===== src/rtl/score_uart_tx_pkg.sv =====
// ---------------------------------------------------------------------------
// pong_defs: constants and helper functions shared by the score telemetry path.
//   ASC_*      ASCII codes used to build the "S<p1>-<p2>\r\n" line
//   MSG_LEN    number of bytes in one score message
//   msg_state_e  message FSM state encoding
//   hex_ascii  4-bit value -> uppercase ASCII hex digit
//   msg_byte   byte <idx> of the message for a given score pair
// ---------------------------------------------------------------------------
package pong_defs;

  localparam logic [7:0] ASC_S    = 8'h53;
  localparam logic [7:0] ASC_DASH = 8'h2D;
  localparam logic [7:0] ASC_CR   = 8'h0D;
  localparam logic [7:0] ASC_LF   = 8'h0A;
  localparam logic [7:0] ASC_0    = 8'h30;
  localparam logic [7:0] ASC_A    = 8'h41;

  localparam int MSG_LEN = 6;

  typedef enum logic {
    ST_IDLE = 1'b0,
    ST_SEND = 1'b1
  } msg_state_e;

  function automatic logic [7:0] hex_ascii(input logic [3:0] n);
    if (n <= 4'd9) return ASC_0 + {4'h0, n};
    else           return ASC_A + {4'h0, n - 4'd10};
  endfunction

  function automatic logic [7:0] msg_byte(input logic [2:0] idx,
                                          input logic [3:0] p1,
                                          input logic [3:0] p2);
    case (idx)
      3'd0:    return ASC_S;
      3'd1:    return hex_ascii(p1);
      3'd2:    return ASC_DASH;
      3'd3:    return hex_ascii(p2);
      3'd4:    return ASC_CR;
      default: return ASC_LF;
    endcase
  endfunction

endpackage


===== src/rtl/score_uart_tx_byte.sv =====
// ---------------------------------------------------------------------------
// uart_tx_byte: 8N1 serialiser, LSB first, idle high.
//   clk, reset  system clock, asynchronous active-low reset
//   valid, data byte offered by the producer
//   ready       byte can be accepted this cycle (idle, or final cycle of the
//               current stop bit so consecutive bytes run back-to-back)
//   tx          registered serial output
// Each bit is held for CLKDIV clock cycles.
// ---------------------------------------------------------------------------
module uart_tx_byte #(
  parameter int CLKDIV = 104
) (
  input  logic       clk,
  input  logic       reset,
  input  logic       valid,
  input  logic [7:0] data,
  output logic       ready,
  output logic       tx
);

  localparam int              BW       = (CLKDIV > 1) ? $clog2(CLKDIV) : 1;
  localparam logic [BW-1:0]   BAUD_MAX = BW'(CLKDIV - 1);
  localparam logic [3:0]      LAST_BIT = 4'd9;  // start, d0..d7, stop

  logic          active_q, active_d;
  logic [BW-1:0] baud_q, baud_d;
  logic [3:0]    bit_q, bit_d;
  logic [8:0]    shift_q, shift_d;   // remaining data bits plus the stop bit
  logic          tx_q, tx_d;
  logic          bit_end, frame_end;

  always_comb begin
    // NOTE: every signal written here gets a default first so no path leaves
    // it unassigned; otherwise synthesis infers a latch.
    active_d  = active_q;
    baud_d    = baud_q;
    bit_d     = bit_q;
    shift_d   = shift_q;
    tx_d      = tx_q;

    bit_end   = active_q && (baud_q == BAUD_MAX);
    frame_end = bit_end && (bit_q == LAST_BIT);
    ready     = !active_q || frame_end;

    if (valid && ready) begin
      active_d = 1'b1;
      baud_d   = '0;
      bit_d    = 4'd0;
      shift_d  = {1'b1, data};
      tx_d     = 1'b0;              // start bit
    end else if (frame_end) begin
      active_d = 1'b0;
      baud_d   = '0;
      bit_d    = 4'd0;
      tx_d     = 1'b1;
    end else if (bit_end) begin
      baud_d   = '0;
      bit_d    = bit_q + 4'd1;
      tx_d     = shift_q[0];
      shift_d  = {1'b1, shift_q[8:1]};
    end else if (active_q) begin
      baud_d   = baud_q + 1'b1;
    end
  end

  // NOTE: sequential state uses non-blocking assignments so all flops update
  // together on the edge regardless of statement order.
  always_ff @(posedge clk or negedge reset) begin
    if (!reset) begin
      active_q <= 1'b0;
      baud_q   <= '0;
      bit_q    <= 4'd0;
      shift_q  <= 9'h1FF;
      tx_q     <= 1'b1;
    end else begin
      active_q <= active_d;
      baud_q   <= baud_d;
      bit_q    <= bit_d;
      shift_q  <= shift_d;
      tx_q     <= tx_d;
    end
  end

  assign tx = tx_q;

endmodule


===== src/rtl/score_uart_tx.sv =====
// ---------------------------------------------------------------------------
// score_uart_tx: reports every scoreboard change as "S<p1>-<p2>\r\n" on a
// UART pin.
//   clk       system clock
//   reset     asynchronous active-low reset
//   score_p1  player 1 score (0..15)
//   score_p2  player 2 score (0..15)
//   tx        UART 8N1 output, idle high (registered)
//   busy      high while a message is in flight (registered)
// Changes arriving during a message are coalesced: only the value present
// when the FSM returns to idle is reported.
// ---------------------------------------------------------------------------
module score_uart_tx
  import pong_defs::*;
#(
  parameter int CLKDIV = 104
) (
  input  logic       clk,
  input  logic       reset,
  input  logic [3:0] score_p1,
  input  logic [3:0] score_p2,
  output logic       tx,
  output logic       busy
);

  localparam logic [2:0] LAST_IDX = 3'(MSG_LEN - 1);

  msg_state_e state_q, state_d;
  logic [7:0] snap_q, snap_d;       // {p1,p2} of the last message started
  logic [2:0] byte_idx_q, byte_idx_d;
  logic       busy_q, busy_d;

  logic       byte_valid;
  logic [7:0] byte_data;
  logic       byte_ready;

  always_comb begin
    state_d    = state_q;
    snap_d     = snap_q;
    byte_idx_d = byte_idx_q;
    busy_d     = busy_q;
    byte_valid = 1'b0;
    byte_data  = ASC_S;

    case (state_q)
      ST_IDLE: begin
        if (({score_p1, score_p2} != snap_q) && byte_ready) begin
          byte_valid = 1'b1;        // byte 0 is always 'S'
          snap_d     = {score_p1, score_p2};
          byte_idx_d = 3'd0;
          state_d    = ST_SEND;
          busy_d     = 1'b1;
        end
      end
      default: begin
        // While sending, ready only pulses in the final stop-bit cycle.
        if (byte_ready) begin
          if (byte_idx_q == LAST_IDX) begin
            state_d    = ST_IDLE;
            byte_idx_d = 3'd0;
            busy_d     = 1'b0;
          end else begin
            byte_valid = 1'b1;
            byte_data  = msg_byte(byte_idx_q + 3'd1, snap_q[7:4], snap_q[3:0]);
            byte_idx_d = byte_idx_q + 3'd1;
          end
        end
      end
    endcase
  end

  always_ff @(posedge clk or negedge reset) begin
    if (!reset) begin
      state_q    <= ST_IDLE;
      snap_q     <= 8'h00;
      byte_idx_q <= 3'd0;
      busy_q     <= 1'b0;
    end else begin
      state_q    <= state_d;
      snap_q     <= snap_d;
      byte_idx_q <= byte_idx_d;
      busy_q     <= busy_d;
    end
  end

  uart_tx_byte #(.CLKDIV(CLKDIV)) u_tx (
    .clk   (clk),
    .reset (reset),
    .valid (byte_valid),
    .data  (byte_data),
    .ready (byte_ready),
    .tx    (tx)
  );

  assign busy = busy_q;

endmodule

===== config.mk =====
export PLATFORM = sky130hd
export DESIGN_NAME = score_uart_tx
export DESIGN_NICKNAME = d
export VERILOG_FILES = /design/src/rtl/score_uart_tx_pkg.sv /design/src/rtl/score_uart_tx_byte.sv /design/src/rtl/score_uart_tx.sv
export SDC_FILE = /design/constraint.sdc
export NUM_CORES = 1
export LEC_CHECK = 0
export ABC_AREA = 1
export CORE_UTILIZATION = 60
export CTS_CLUSTER_DIAMETER = 100
export DETAILED_ROUTE_END_ITERATION = 10
export PLACE_DENSITY_LB_ADDON = 0.08
export RECOVER_POWER = 25
export SLEW_MARGIN = 30
export SYNTH_ARGS = -nofsm -noshare
export SYNTH_HDL_FRONTEND = slang
export SYNTH_SLANG_ARGS = --single-unit

===== constraint.sdc =====
create_clock -name clk -period 1.8 [get_ports clk]
set_input_delay 0.36 -clock clk [delete_from_list [all_inputs] [get_ports clk]]
set_output_delay 0.36 -clock clk [all_outputs]
set_load 0.03 [all_outputs]

==> results.yml <==
global_routing:
  grtUsageTotal: 0.275
  grt_pass1_vias: 2053
  grt_max_degree: 35
  grt-ovfl-total: 0
  antenna_found_initial: 0
  grt_pass1_wl_mm: 9.24
sta:
  tns_ps: 0
  fmax_mhz: 571
  fin_crit_ps: 1750
  slew-limit-headroom: 0.411
  final-setup-viol-count: 0
  final-hold-violation-count: 0
  worst_slack_ps: 48.0
  finalMaxSlewViolations: 0
  tightestPinTransition_ps: 883
  fin_skew_ps: 6.44
  finalCritPeriodShare: 0.973
pwr:
  seq_power_share: 0.445
  p_per_area_nw_per_um2: 537
  vdd_ir_drop_max_uv: 416
  clockPowerShare: 0.517
  p_sw_uw: 333
  pwr-share-comb: 0.038
  netSwitchingFraction: 0.193
  power.internal_mw: 1.39
  power_leakage_nw: 1.60
clock_network:
  numCtsBuffers: 5
  clockBufferDepth: 2
  htree_num_levels: 2
  cts-root-buf: "clkbuf_8"
  clock_latency_ps: 290
  cts_hold_buf: 0
  cts_tree: "done"
  clk_pin_slew_ps: 70
  numClockSinks: 34
placement:
  dp_hpwl_mm: 3.98
  dp.cells: 428
  dpl_cell_area_um2: 2860
  place_ws_ps: -231
  place.port_buffers: 11
  place.gp.congestion: 0.858
worst_hold_path:
  hp-class: "flop to flop"
synthesis:
  synth-seq-cells: 34
  syn_nets: 363
  synth_area_per_cell_um2: 7.31
  ys.warnings.count: 0
  synth_top_area_share: 0.252
  netlist_top_cells_area: "dfrtp_1 (25%), nand2_1 (17%), dfstp_2 (9.5%)"
  synth.distinct_cells: 30
  yosysSeqAreaShare: 0.347
  synthCells: 340
  netlist_area_um2: 2490
  yosysTopAreaCell: "dfrtp_1"
setup_path:
  crit_buf_inv: 2
  cp_top_family: "simple AND/OR/NAND/NOR gates"
  cp_cell_sequence: "inv_1 > nand2_1 > nand2_1 > nand2_1 > nor2_2 > nand2_2 > nand2_1 > nand2_1 > nand2_2 > buf_12 > o211ai_1 > nand2_1"
  cp.arrival_ps: 1980
  crit_slowest_cell: "dfrtp_1"
  worstPathRequired_ps: 2030
  crit_type: "flop to flop"
  path_max_fanout: 17
  cpMostUsedCell: "nand2_1"
  slowest_delay_ps: 470
  startpoint_type: "flop"
  end_kind: "flop"
job:
  drv_cap: 0
drt:
  ant_nets: 0
  firstDrtPassIters: 5
  via_per_inst: 5.39
  routedWlPerCell_um: 13.4
  num_vias: 2388
  drt-total-wl_mm: 5.96
  drc: 0
  initialDrtViolationCount: 243
layout:
  fin_util: 0.801
  final_cell_mix: "nand2_1 (106), inv_1 (41), buf_4 (36)"
  layout_commonest_cell: "nand2_1"
  area_growth_pct: 28.8
  layoutNonFillerInstCount: 443
  diodes: 0
  num-nets-final: 415
  layout-drive-gt1-share: 0.267
  fin_area_um2: 3200
floorplan:
  die_x_um: 66.4
  dieHeight_um: 66.4
  row_count: 23
  dieArea_um2: 4400
  start_util: 0.622
  ios: 12
  coreArea_um2: 4000
run_status:
  status: "finished clean"
==> worst reg2reg max path, delay by kind of cell, from the launching register on <==
kind	cells	cell delay (ps)
and+or+nand+nor	9	820
DFF	1	470
buffers and inverters	2	280
AOI/OAI and AO/OA	1	110
==> routing by layer <==
layer | global-route usage | vias to the layer above | part of all wire
li1 | - | 1189 | -
met1 | 0.386 | 1126 | 0.47
met2 | 0.430 | 66 | 0.47
met3 | 0.0431 | 7 | 0.047
met4 | 0.0851 | 0 | 0.015
met5 | 0 | - | 0
==> through the flow <==
step | hold slack (ps) | total power, mW
5_1_grt | 504 | 1.77
3_3_place_gp | 465 | 0.843
6_report | 488 | 1.72
3_5_place_dp | 467 | 0.844
4_1_cts | 476 | 1.73
2_1_floorplan | 64.4 | 0.792
==> cell type report <==
class / instances / area (µm²)
clock buffer: 6 / 82.6
clock inverter: 2 / 60.1
fill: 281 / 797
inverter: 48 / 183
multi-input combinational: 251 / 1510
sequential: 34 / 862
tap: 50 / 62.6
timing repair buffer: 52 / 442
==> power groups by stage <==
stage	sequential, mW	combinational [mW]	clock, mW
global placement	0.779	0.0644	0
floorplan	0.779	0.0137	0
global route	0.764	0.0725	0.929
detailed placement	0.779	0.0659	0
CTS	0.764	0.0662	0.897
finish	0.765	0.0656	0.890
==> Yosys cell counts <==
| cell type | instances |
|---|---|
| a21oi_1 | 4 |
| a21oi_4 | 1 |
| a2bb2oi_2 | 1 |
| buf_2 | 2 |
| buf_6 | 5 |
| clkinv_1 | 1 |
| dfrtp_1 | 25 |
| dfstp_2 | 9 |
| ha_1 | 13 |
| inv_1 | 45 |
| inv_2 | 2 |
| nand2_1 | 112 |
| nand2_2 | 4 |
| nand2_4 | 2 |
| nand3_1 | 34 |
| nand3_2 | 2 |
| nand3b_1 | 3 |
| nand4_1 | 3 |
| nor2_1 | 20 |
| nor2_2 | 2 |
| nor2_4 | 1 |
| nor3_1 | 1 |
| nor3b_1 | 1 |
| o211ai_1 | 14 |
| o211ai_4 | 1 |
| o21ai_0 | 14 |
| o21ai_2 | 5 |
| o31ai_1 | 1 |
| xnor2_1 | 5 |
| xor2_1 | 7 |
==> final timing paths <==
| path | endpoint | slack, ps | cells after the start | start |
|---|---|---|---|---|
| worst max-delay path | u_tx.shift_q[3] | 50 | 12 | snap_q[7] |
| worst min-delay path | u_tx.tx | 490 | 2 | u_tx.tx |
| worst max register to register | u_tx.shift_q[3] | 50 | 12 | snap_q[7] |
| worst min register to register | u_tx.tx | 490 | 2 | u_tx.tx |
| max in group asynchronous | u_tx.bit_q[0] | 530 | 2 | reset |
| min in group asynchronous | snap_q[4] | 720 | 2 | reset |
==> timing repair <==
action	in CTS	in global routing
pin swaps	1	7
gates resized for setup	3	38
buffers inserted	2	5
setup endpoints to repair	11	31
==> cells by family (layout without fill, tap and decap cells) <==
kind of cell,count (synthesis),count (layout),synth area share
adder cells (fa/ha/maj),13,13,0.0654
flip-flops,34,34,0.347
AO/OA/AOI/OAI,41,41,0.120
buffers and inverters,55,108,0.0991
AND/OR/NAND/NOR,185,185,0.326
XOR/XNOR,12,12,0.0423
==> state kept, by name (all words and copies together), names as in the netlist <==
signal         cells
snap_q             8
u_tx.shift_q       8
u_tx.baud_q        7
u_tx.bit_q         4
byte_idx_q         3
busy               1
state_q            1
u_tx.active_q      1
u_tx.tx            1
Note: power is estimated with default switching activity, not from simulation.
